## src/rtl/ir_pkg.sv

```systemverilog
// Shared NEC IR definitions: FSM states, frame/counter widths, default timing counts
// (15.55 MHz pclk) common to the TX block and the RX register file.
package ir_pkg;

  localparam int NEC_BITS = 32;
  localparam int CNT_W    = 18;

  localparam logic [CNT_W-1:0] DEF_9MS_CNT  = 18'd139950;
  localparam logic [CNT_W-1:0] DEF_4P5_CNT  = 18'd69975;
  localparam logic [CNT_W-1:0] DEF_2P25_CNT = 18'd34988;
  localparam logic [CNT_W-1:0] DEF_560_CNT  = 18'd8708;
  localparam logic [CNT_W-1:0] DEF_1P69_CNT = 18'd26280;

  typedef enum logic [2:0] {
    IDLE,
    LEAD_MARK,
    LEAD_SPACE,
    REP_SPACE,
    BIT_MARK,
    BIT_SPACE,
    STOP_MARK
  } ir_state_e;

  // Segment counter reload: a zero length still occupies one cycle.
  function automatic logic [CNT_W-1:0] seg_load(input logic [CNT_W-1:0] len);
    return (len == '0) ? '0 : len - 1'b1;
  endfunction

  function automatic logic is_mark(input ir_state_e s);
    return (s == LEAD_MARK) || (s == BIT_MARK) || (s == STOP_MARK);
  endfunction

endpackage

```

## src/rtl/ir_tx_carrier.sv

```systemverilog
// Carrier generator: free-running modulo-DIV counter, high for the first HIGH
// cycles of each period; restart forces a fresh period on the next cycle.
module ir_tx_carrier #(
  parameter int DIV  = 409,
  parameter int HIGH = 136
) (
  input  logic clk,
  input  logic rst,
  input  logic restart,
  output logic carrier
);

  localparam int W = $clog2(DIV);

  logic [W-1:0] cnt_q, cnt_d;

  always_comb begin
    cnt_d = cnt_q + 1'b1;
    if (restart || (cnt_q == W'(DIV - 1))) cnt_d = '0;
  end

  always_ff @(posedge clk) begin
    if (rst) cnt_q <= '0;
    else     cnt_q <= cnt_d;
  end

  assign carrier = (cnt_q < W'(HIGH));

endmodule

```

## src/rtl/ir_nec_tx.sv

```systemverilog
// NEC IR transmitter: serialises a 32-bit frame (LSB first) or a repeat code into
// mark/space segments. Define IR_TX_CARRIER_EN to modulate marks with a carrier.
module ir_nec_tx
  import ir_pkg::*;
#(
  parameter int CARRIER_DIV  = 409,
  parameter int CARRIER_HIGH = 136
) (
  input  logic             pclk,
  input  logic             prst,
  input  logic             tx_start,
  input  logic             tx_repeat,
  input  logic [31:0]      tx_data,
  input  logic             rf_ir_phase,
  input  logic [CNT_W-1:0] rf_9ms_cnt,
  input  logic [CNT_W-1:0] rf_4p5_cnt,
  input  logic [CNT_W-1:0] rf_2p25_cnt,
  input  logic [CNT_W-1:0] rf_560_cnt,
  input  logic [CNT_W-1:0] rf_1p69_cnt,
  output logic             tx_busy,
  output logic             tx_done,
  output logic             ir_env,
  output logic             ir_out,
  output ir_state_e        dbg_state
);

  ir_state_e        state_q, state_d;
  logic [CNT_W-1:0] cnt_q, cnt_d;
  logic [31:0]      shift_q, shift_d;
  logic [5:0]       bit_cnt_q, bit_cnt_d;
  logic             rep_q, rep_d;
  logic             busy_q, busy_d;
  logic             done_q, done_d;
  logic             env_q, env_d;
  logic             seg_end;

  always_comb begin
    state_d   = state_q;
    cnt_d     = cnt_q;
    shift_d   = shift_q;
    bit_cnt_d = bit_cnt_q;
    rep_d     = rep_q;
    done_d    = 1'b0;
    seg_end   = (cnt_q == '0);

    if (state_q != IDLE && !seg_end) cnt_d = cnt_q - 1'b1;

    case (state_q)
      IDLE: begin
        // A full-frame start takes priority over a simultaneous repeat request.
        if (tx_start || tx_repeat) begin
          state_d   = LEAD_MARK;
          cnt_d     = seg_load(rf_9ms_cnt);
          rep_d     = !tx_start;
          bit_cnt_d = '0;
          if (tx_start) shift_d = tx_data;
        end
      end
      LEAD_MARK: if (seg_end) begin
        state_d = rep_q ? REP_SPACE : LEAD_SPACE;
        cnt_d   = rep_q ? seg_load(rf_2p25_cnt) : seg_load(rf_4p5_cnt);
      end
      LEAD_SPACE: if (seg_end) begin
        state_d = BIT_MARK;
        cnt_d   = seg_load(rf_560_cnt);
      end
      REP_SPACE: if (seg_end) begin
        state_d = STOP_MARK;
        cnt_d   = seg_load(rf_560_cnt);
      end
      BIT_MARK: if (seg_end) begin
        state_d = BIT_SPACE;
        cnt_d   = shift_q[0] ? seg_load(rf_1p69_cnt) : seg_load(rf_560_cnt);
      end
      BIT_SPACE: if (seg_end) begin
        shift_d   = shift_q >> 1;
        bit_cnt_d = bit_cnt_q + 1'b1;
        state_d   = (bit_cnt_q == 6'(NEC_BITS - 1)) ? STOP_MARK : BIT_MARK;
        cnt_d     = seg_load(rf_560_cnt);
      end
      STOP_MARK: if (seg_end) begin
        state_d = IDLE;
        done_d  = 1'b1;
      end
      default: state_d = IDLE;
    endcase

    busy_d = (state_d != IDLE);
    env_d  = is_mark(state_d);
  end

  always_ff @(posedge pclk) begin
    if (prst) begin
      state_q   <= IDLE;
      cnt_q     <= '0;
      shift_q   <= '0;
      bit_cnt_q <= '0;
      rep_q     <= 1'b0;
      busy_q    <= 1'b0;
      done_q    <= 1'b0;
      env_q     <= 1'b0;
    end else begin
      state_q   <= state_d;
      cnt_q     <= cnt_d;
      shift_q   <= shift_d;
      bit_cnt_q <= bit_cnt_d;
      rep_q     <= rep_d;
      busy_q    <= busy_d;
      done_q    <= done_d;
      env_q     <= env_d;
    end
  end

  assign tx_busy   = busy_q;
  assign tx_done   = done_q;
  assign ir_env    = env_q;
  assign dbg_state = state_q;

`ifdef IR_TX_CARRIER_EN
  logic carrier;

  // Restarting on every mark entry makes each mark open with a full high phase.
  ir_tx_carrier #(
    .DIV  (CARRIER_DIV),
    .HIGH (CARRIER_HIGH)
  ) u_carrier (
    .clk     (pclk),
    .rst     (prst),
    .restart (is_mark(state_d) && !is_mark(state_q)),
    .carrier (carrier)
  );

  assign ir_out = rf_ir_phase ^ (env_q & carrier);
`else
  assign ir_out = rf_ir_phase ^ env_q;
`endif

endmodule

```

## config.mk

```make
export PLATFORM = sky130hd
export DESIGN_NAME = ir_nec_tx
export DESIGN_NICKNAME = d
export VERILOG_FILES = /design/src/rtl/ir_pkg.sv /design/src/rtl/ir_tx_carrier.sv /design/src/rtl/ir_nec_tx.sv
export SDC_FILE = /design/constraint.sdc
export NUM_CORES = 1
export LEC_CHECK = 0
export ABC_AREA = 1
export ABC_CLOCK_PERIOD_IN_PS = 2800
export CORE_ASPECT_RATIO = 0.5
export CORE_UTILIZATION = 44
export CTS_BUF_LIST = sky130_fd_sc_hd__clkbuf_16
export DETAILED_ROUTE_END_ITERATION = 8
export PLACE_DENSITY = 0.73
export SLEW_MARGIN = 20
export SYNTH_ARGS = -nofsm -noshare
export SYNTH_HDL_FRONTEND = slang
export SYNTH_SLANG_ARGS = --single-unit
```

## constraint.sdc

```tcl
create_clock -name pclk -period 2.8 [get_ports pclk]
set_clock_uncertainty 0.1 [all_clocks]
set_input_delay 0.56 -clock pclk [delete_from_list [all_inputs] [get_ports pclk]]
set_output_delay 0.56 -clock pclk [all_outputs]
set_load 0.05 [all_outputs]
```

==> results of run 1 <==
-- layer usage --
| metal | global-route usage [%] | part of all wire (%) | vias to the layer above |
|---|---|---|---|
| li1 | - | - | 4377 |
| met1 | 40.8 | 47 | 3813 |
| met2 | 49.9 | 43 | 337 |
| met3 | 6.08 | 9.3 | 32 |
| met4 | 6.82 | 1.3 | 0 |
| met5 | 0 | 0 | - |
-- layout make-up --
| class | count | area (um2) | share of cell area (%) |
|---|---|---|---|
| multi-input cells | 1006 | 4770 | 52.5 |
| repair buffers | 216 | 1960 | 21.6 |
| flip-flops and latches | 63 | 1260 | 13.9 |
| inverters | 143 | 539 | 5.94 |
| well taps | 198 | 248 | 2.73 |
| clock buffers | 9 | 225 | 2.48 |
| clock inverters | 7 | 78.8 | 0.868 |
-- flip-flops by register name, summed over array words and instances, names as in the netlist --
register and flops:
bit_cnt_q 6, cnt_q 18, dbg_state 3, ir_env 1, rep_q 1, shift_q 32, tx_busy 1, tx_done 1
-- logic make-up (layout without fill, tap and decap cells) --
group,Yosys count,after routing
xor+xnor,48,48
flops,63,63
simple gates,796,796
buf+inv,170,375
fa+ha+maj,13,13
compound gates,149,149
-- power groups by stage --
stage | Clock [mW] | Combinational, mW | Sequential (mW)
after floorplan | 0 | 0.782 | 1.07
after global placement | 0 | 1.31 | 1.07
after detailed placement | 0 | 1.32 | 1.07
after CTS | 1.17 | 1.32 | 1.06
after global routing | 1.21 | 1.49 | 1.07
final | 1.16 | 1.34 | 1.06
-- how the worst max path moves through the flow --
stage	startpoint	depth (start not counted)	endpoint
final	rf_560_cnt[0]	15	cnt_q[8]$_SDFF_PP0_
after detailed placement	rf_560_cnt[0]	15	cnt_q[8]$_SDFF_PP0_
after floorplan	dbg_state[1]$_SDFF_PP0_	11	cnt_q[16]$_SDFF_PP0_
after global placement	rf_560_cnt[0]	15	cnt_q[8]$_SDFF_PP0_
after CTS	rf_560_cnt[0]	15	cnt_q[8]$_SDFF_PP0_
after global routing	rf_560_cnt[0]	15	cnt_q[8]$_SDFF_PP0_
-- per-stage QoR --
step | hold WS [ns] | std cells | worst slack [ns]
after detailed placement | 0.340 | 1626 | 0.0113
after global routing | 0.368 | 1642 | 0.0884
after global placement | 0.335 | 1626 | 0.0379
final | 0.347 | 1642 | 0.308
after CTS | 0.350 | 1642 | 0.332
after floorplan | 0.325 | 1239 | 0.614
-- cells in the mapped netlist, drive strengths merged --
cell / instances
nor2: 198
xnor2: 21
o22ai: 6
nand3: 130
a211oi: 2
nor3: 14
or2: 9
inv: 140
nand3b: 3
o21bai: 1
buf: 17
and2: 1
nor4: 6
o31ai: 2
clkinv: 3
nand4: 22
a31o: 1
o21ai: 65
a31oi: 2
clkbuf: 10
a21oi: 55
ha: 13
nand2: 411
xor2: 27
dfxtp: 63
nor3b: 2
o211ai: 15
-- critical path, cell delays in order --
cell and delay, ns:
clkdlybuf4s50_1 0.40, inv_1 0.17, ha_1 0.22, nand2_1 0.09
nor2_1 0.19, buf_4 0.15, xor2_1 0.16, nand2_1 0.12
o21ai_0 0.17, nor2_1 0.05, nand2_1 0.09, nand2_1 0.10
nand3_1 0.09, nand2_1 0.05, inv_1 0.04
==> run summary, run 1 <==
core region area -> 14700 um2
Reg power frac -> 29.8%
Tcrit/Tclk final -> 89.0%
Worst Hold Path EP -> shift_q[12]$_SDFFE_PP0P_
power consumption -> 3.55 mW
Comb pwr share -> 37.7%
XOR/XNOR share of the synthesized area -> 6.28%
utilization after layout -> 61.9%
CTS Buffer Depth -> 2
Psw -> 1.31 mW
R2R depth -> 10
worst hold path class -> register to register
most frequent cells in the layout -> nand2_1, nor2_1, clkdlybuf4s50_1, inv_1, nand3_1
RSZ-0062 raised after global routing -> false
largest area contributor in the netlist -> nand2_1
global-route wire length before repair -> 37800 um
layout cells sized above 1 -> 9.49%
Ports -> 134
CTS Sinks -> 63
switching part of the total -> 36.9%
Synth Area per Inst -> 5.41 um2
Pins Over Slew Limit -> 0
hpwl dp -> 19100 um
Syn Nets -> 1379
Final ANT Viol Nets -> 0
largest family of logic cells by synthesized area -> simple AND/OR/NAND/NOR gates
commonest non-fill, non-tap cell in the layout -> nand2_1
ranking of synthesized cells by area -> nand2_1, dfxtp_1, nor2_1
via/cell ratio -> 5.21
Port Buffer Count -> 133
Fmax -> 401 MHz
grt total ovfl -> 0
WHS Path Cells -> 2
Cell Rows -> 31
placed instance area -> 8780 um2
Initial Utilization -> 45.7%
Post-CTS Resized -> 0
Seq/Total Area, Yosys -> 18.8%
CTS Hold Buffers Added -> 0
clock buffer count from CTS -> 9
die height -> 89.3 um
status -> completed
WL/cell -> 14.3 um
Crit Path Max Fanout -> 5
TNS Setup -> 0 ns
Arr. time, crit path -> 2.67 ns
via count -> 8559
die width -> 177 um
DRC -> 0
final worst path period need -> 2.49 ns
crit path kind -> input pin to register
first drt pass iteration count -> 5
largest net degree at the start of global routing -> 49
Leak -> 4.21 nW
post-layout instance area -> 9080 um2
Synth Area in Compound Gates -> 12.3%
die footprint -> 15800 um2
mux share of post-synthesis cell area -> 0%
Fin. Hold Viols -> 0
Power per Cell Area -> 391 nW/um2
simple-gate share of the synthesized area -> 50.1%
worst r2r dst -> shift_q[14]$_SDFFE_PP0P_
final wirelength -> 23400 um
Final #Nets -> 1579
initial antenna violation count -> 0
setup slack, reg-to-reg -> 0.48 ns
area delta synth->final -> 35.6%
Internal Power -> 2.24 mW
postcts setup bufs -> 0
Initial DRC Count -> 571
antenna cells -> 0
total global-route track usage -> 30.2%
worst reg2reg path startpoint -> dbg_state[1]$_SDFF_PP0_
vias in the first global route -> 7746
Critical Path RT -> 2.98 ns
Netlist cell types -> 42
cell count after synthesis -> 1239
clock share of power -> 32.5%
Clock Pin Slew Worst Setup and Hold Paths -> 0.06 ns
CTS tree -> done
Worst setup SP type -> input pin
synthesized area -> 6700 um2
H-tree depth -> 3
register bit total from synthesis -> 63
Max-Cap Viols -> 0
max_slew headroom -> 59.4%
CP endpoint kind -> register
Synth Area in Adders -> 2.43%
Root Buffer -> clkbuf_16
Filler cells -> 1429
Setup Viol. Count Final -> 0
routability congestion estimate from global placement -> 0.936
clk_lat worst skew -> 0.33 ns
Synth warnings -> 0
Hold Crit Start -> shift_q[12]$_SDFFE_PP0P_
Worst Max-Slew Pin Slew -> 0.609 ns
Yosys top cell area share -> 22.5%
VDD IR max -> 0.000299 V
No activity file was read; power rests on OpenSTA's default activity.
==> run 2, diff against run 1 <==
- SLEW_MARGIN: 20 -> 30
==> results of run 2 <==
The final DEF is identical to that of run 1; final timing and power are the same.
==> run 3, diff against run 2 <==
- ABC_CLOCK_PERIOD_IN_PS: 2800 -> 2600
- SLEW_MARGIN: 30 -> 20
- TNS_END_PERCENT: not set -> 10
- clock period: 2.8 -> 2.6 ns (I/O delays scaled with it)
==> run 3 against run 2 <==
Compared with the run above:
- via count rose by 2.2%
- non-clock buffer count up 49
- clock-buffer cell count unchanged
- critical endpoint is now cnt_q[2]$_SDFF_PP0_
- first-iteration DRC count is 1.9% lower
- largest power group unchanged
==> run summary, run 3 (synthesized netlist as in run 1, its figures left out) <==
largest net degree at the start of global routing -> 48 (-2.0%)
die footprint -> 15800 um2 (unchanged)
H-tree depth -> 3 (unchanged)
Initial DRC Count -> 560 (-1.9%)
Arr. time, crit path -> 2.58 ns (-0.09 ns)
hpwl dp -> 19300 um (+0.80%)
Final ANT Viol Nets -> 0 (unchanged)
Max-Cap Viols -> 0 (unchanged)
via/cell ratio -> 5.17 (-0.76%)
max_slew headroom -> 66.8% (+7.5 points)
CP peak stage delay -> 0.40 ns (about the same)
hold_ws -> 0.346 ns (-0.000842 ns)
Crit path buffers/inverters -> 4 (unchanged)
WL/cell -> 14.1 um (-1.3%)
R2R depth -> 13 (+3)
delay-heaviest family, CP -> simple AND/OR/NAND/NOR gates
Ports -> 134 (unchanged)
CTS Sinks -> 63 (unchanged)
via count -> 8747 (+2.2%)
worst reg2reg path startpoint -> cnt_q[0]$_SDFF_PP0_
antenna cells -> 0 (unchanged)
setup slack, reg-to-reg -> 0.24 ns (-0.24 ns)
WHS Path Cells -> 2 (unchanged)
die height -> 89.3 um (unchanged)
Hold Crit Start -> shift_q[8]$_SDFFE_PP0P_
Finished Layout Cells -> 1691 (+3.0%)
die width -> 177 um (unchanged)
Tcrit/Tclk final -> 94.1%
clock buffer count from CTS -> 9 (unchanged)
Initial Utilization -> 45.7% (unchanged)
Root Buffer -> clkbuf_16
Clock Pin Slew Worst Setup and Hold Paths -> 0.06 ns (about the same)
Leak -> 4.44 nW (+5.5%)
Pins Over Slew Limit -> 0 (unchanged)
total global-route track usage -> 30.1% (-0.12 points)
area delta synth->final -> 41.2%
CTS Buffer Depth -> 2 (unchanged)
Critical Path RT -> 2.73 ns (-0.25 ns)
worst hold path class -> register to register
vias in the first global route -> 7690 (-0.72%)
final worst path period need -> 2.45 ns
commonest non-fill, non-tap cell in the layout -> nand2_1
global-route wire length before repair -> 37600 um (-0.33%)
Worst Hold Path EP -> shift_q[8]$_SDFFE_PP0P_
Cell Rows -> 31 (unchanged)
Setup Viol. Count Final -> 0 (unchanged)
routability congestion estimate from global placement -> 0.978 (+4.5%)
crit path cell chain -> clkdlybuf4s50_1 -> inv_1 -> ha_1 -> nand3_1 -> nor2_1 -> nand3b_1 -> nand2_1 -> inv_2 -> o21ai_0 -> nand3_1 -> nand2_1 -> o211ai_1 -> nand2_1 -> inv_1
Fmax -> 409 MHz
Fin. Hold Viols -> 0 (unchanged)
Final #Nets -> 1628 (+3.1%)
Port Buffer Count -> 133 (unchanged)
Top Registers -> shift_q x32, cnt_q x18, bit_cnt_q x6
placed instance area -> 9170 um2 (+4.5%)
DP Cell Count -> 1675 (+3.0%)
most used cell, CP -> nand2_1
DRC -> 0 (unchanged)
worst r2r dst -> cnt_q[15]$_SDFF_PP0_
grt total ovfl -> 0 (unchanged)
VDD IR max -> 0.000346 V (+16%)
initial antenna violation count -> 0 (unchanged)
Worst setup SP type -> input pin
post-layout instance area -> 9460 um2 (+4.1%)
CP max stage cell -> clkdlybuf4s50_1
layout cells sized above 1 -> 12.5% (+3.0 points)
core region area -> 14700 um2 (unchanged)
TNS Setup -> 0 ns (unchanged)
most frequent cells in the layout -> nand2_1, nor2_1, clkdlybuf4s50_1, inv_1, buf_4
CP endpoint kind -> register
Crit Path Max Fanout -> 6 (+1)
Most flops, register -> shift_q
first drt pass iteration count -> 6 (+1)
status -> completed
Largest register FFs -> 32 (unchanged)
crit path kind -> input pin to register
Worst Max-Slew Pin Slew -> 0.496 ns (-0.113 ns)
power consumption -> 3.81 mW (+7.2%)
final wirelength -> 23800 um (+1.6%)
clk_lat worst skew -> 0.33 ns (about the same)
CTS tree -> done
RSZ-0062 raised after global routing -> false
Power per Cell Area -> 403 nW/um2 (+2.9%)
-- run 3: changes by cell type in the layout (fill, tap and decap cells not counted) --
cell / delta
buf_12: +2
buf_4: +47
bufinv_16: -1
clkinv_4: +2
inv_8: -1
nand2_2: -1
nand2_4: +1
nor2_1: -1
nor2_2: +1
-- run 3: report_power, final --
| part | switching (mW) | total, mW | internal, mW |
|---|---|---|---|
| Clock | 0.493 | 1.15 | 0.655 |
| Combinational | 0.874 | 1.52 | 0.647 |
| Sequential | 0.0767 | 1.14 | 1.06 |
| Total | 1.44 | 3.81 | 2.37 |
-- run 3: worst reg2reg max path: stages (launching register included) --
cell	delay, ns
dfxtp_1	0.44
inv_1	0.16
ha_1	0.27
nand2_1	0.09
nor2_1	0.06
nand3_2	0.09
nand2_2	0.15
nor2_1	0.31
nand3_1	0.19
a21oi_1	0.18
o21ai_0	0.11
nand3_1	0.09
nand2_1	0.05
inv_1	0.05
-- run 3: worst max path at each step --
stage	startpoint	endpoint	depth (start not counted)
6_report	rf_560_cnt[0]	cnt_q[2]$_SDFF_PP0_	14
3_5_place_dp	rf_560_cnt[0]	cnt_q[15]$_SDFF_PP0_	16
4_1_cts	rf_560_cnt[0]	cnt_q[15]$_SDFF_PP0_	16
3_3_place_gp	rf_560_cnt[0]	cnt_q[15]$_SDFF_PP0_	16
2_1_floorplan	dbg_state[1]$_SDFF_PP0_	cnt_q[16]$_SDFF_PP0_	11
5_1_grt	rf_560_cnt[0]	cnt_q[15]$_SDFF_PP0_	16
-- run 3: cell type report --
class / instances / area, um2
clock buffers: 9 / 225
multi-input cells: 1006 / 4770
repair buffers: 265 / 2360
flip-flops and latches: 63 / 1260
well taps: 198 / 248
clock inverters: 7 / 55.1
inverters: 143 / 539
fillers: 1409 / 5200
-- run 3: timing repair --
item | CTS | global route
buffers inserted | 0 | 0
hold endpoints to repair | 0 | 0
setup endpoints to repair | 0 | 2
hold buffers | 0 | 0
resized for setup | 0 | 2
-- run 3: routing by layer --
metal	GRT usage, %	part of all wire [%]	up-vias
li1	-	-	4481
met2	49.7	43	345
met1	42.1	47	3889
met4	6.82	1.4	0
met5	0	0	-
met3	3.74	8.7	32
-- run 3: per-stage QoR --
stage	setup WS [ns]	utilization [%]
finish	0.154	64.5
global route	0.0184	64.5
CTS	0.211	64.5
detailed placement	-0.117	62.6
global placement	-0.0618	62.6
floorplan	0.414	-
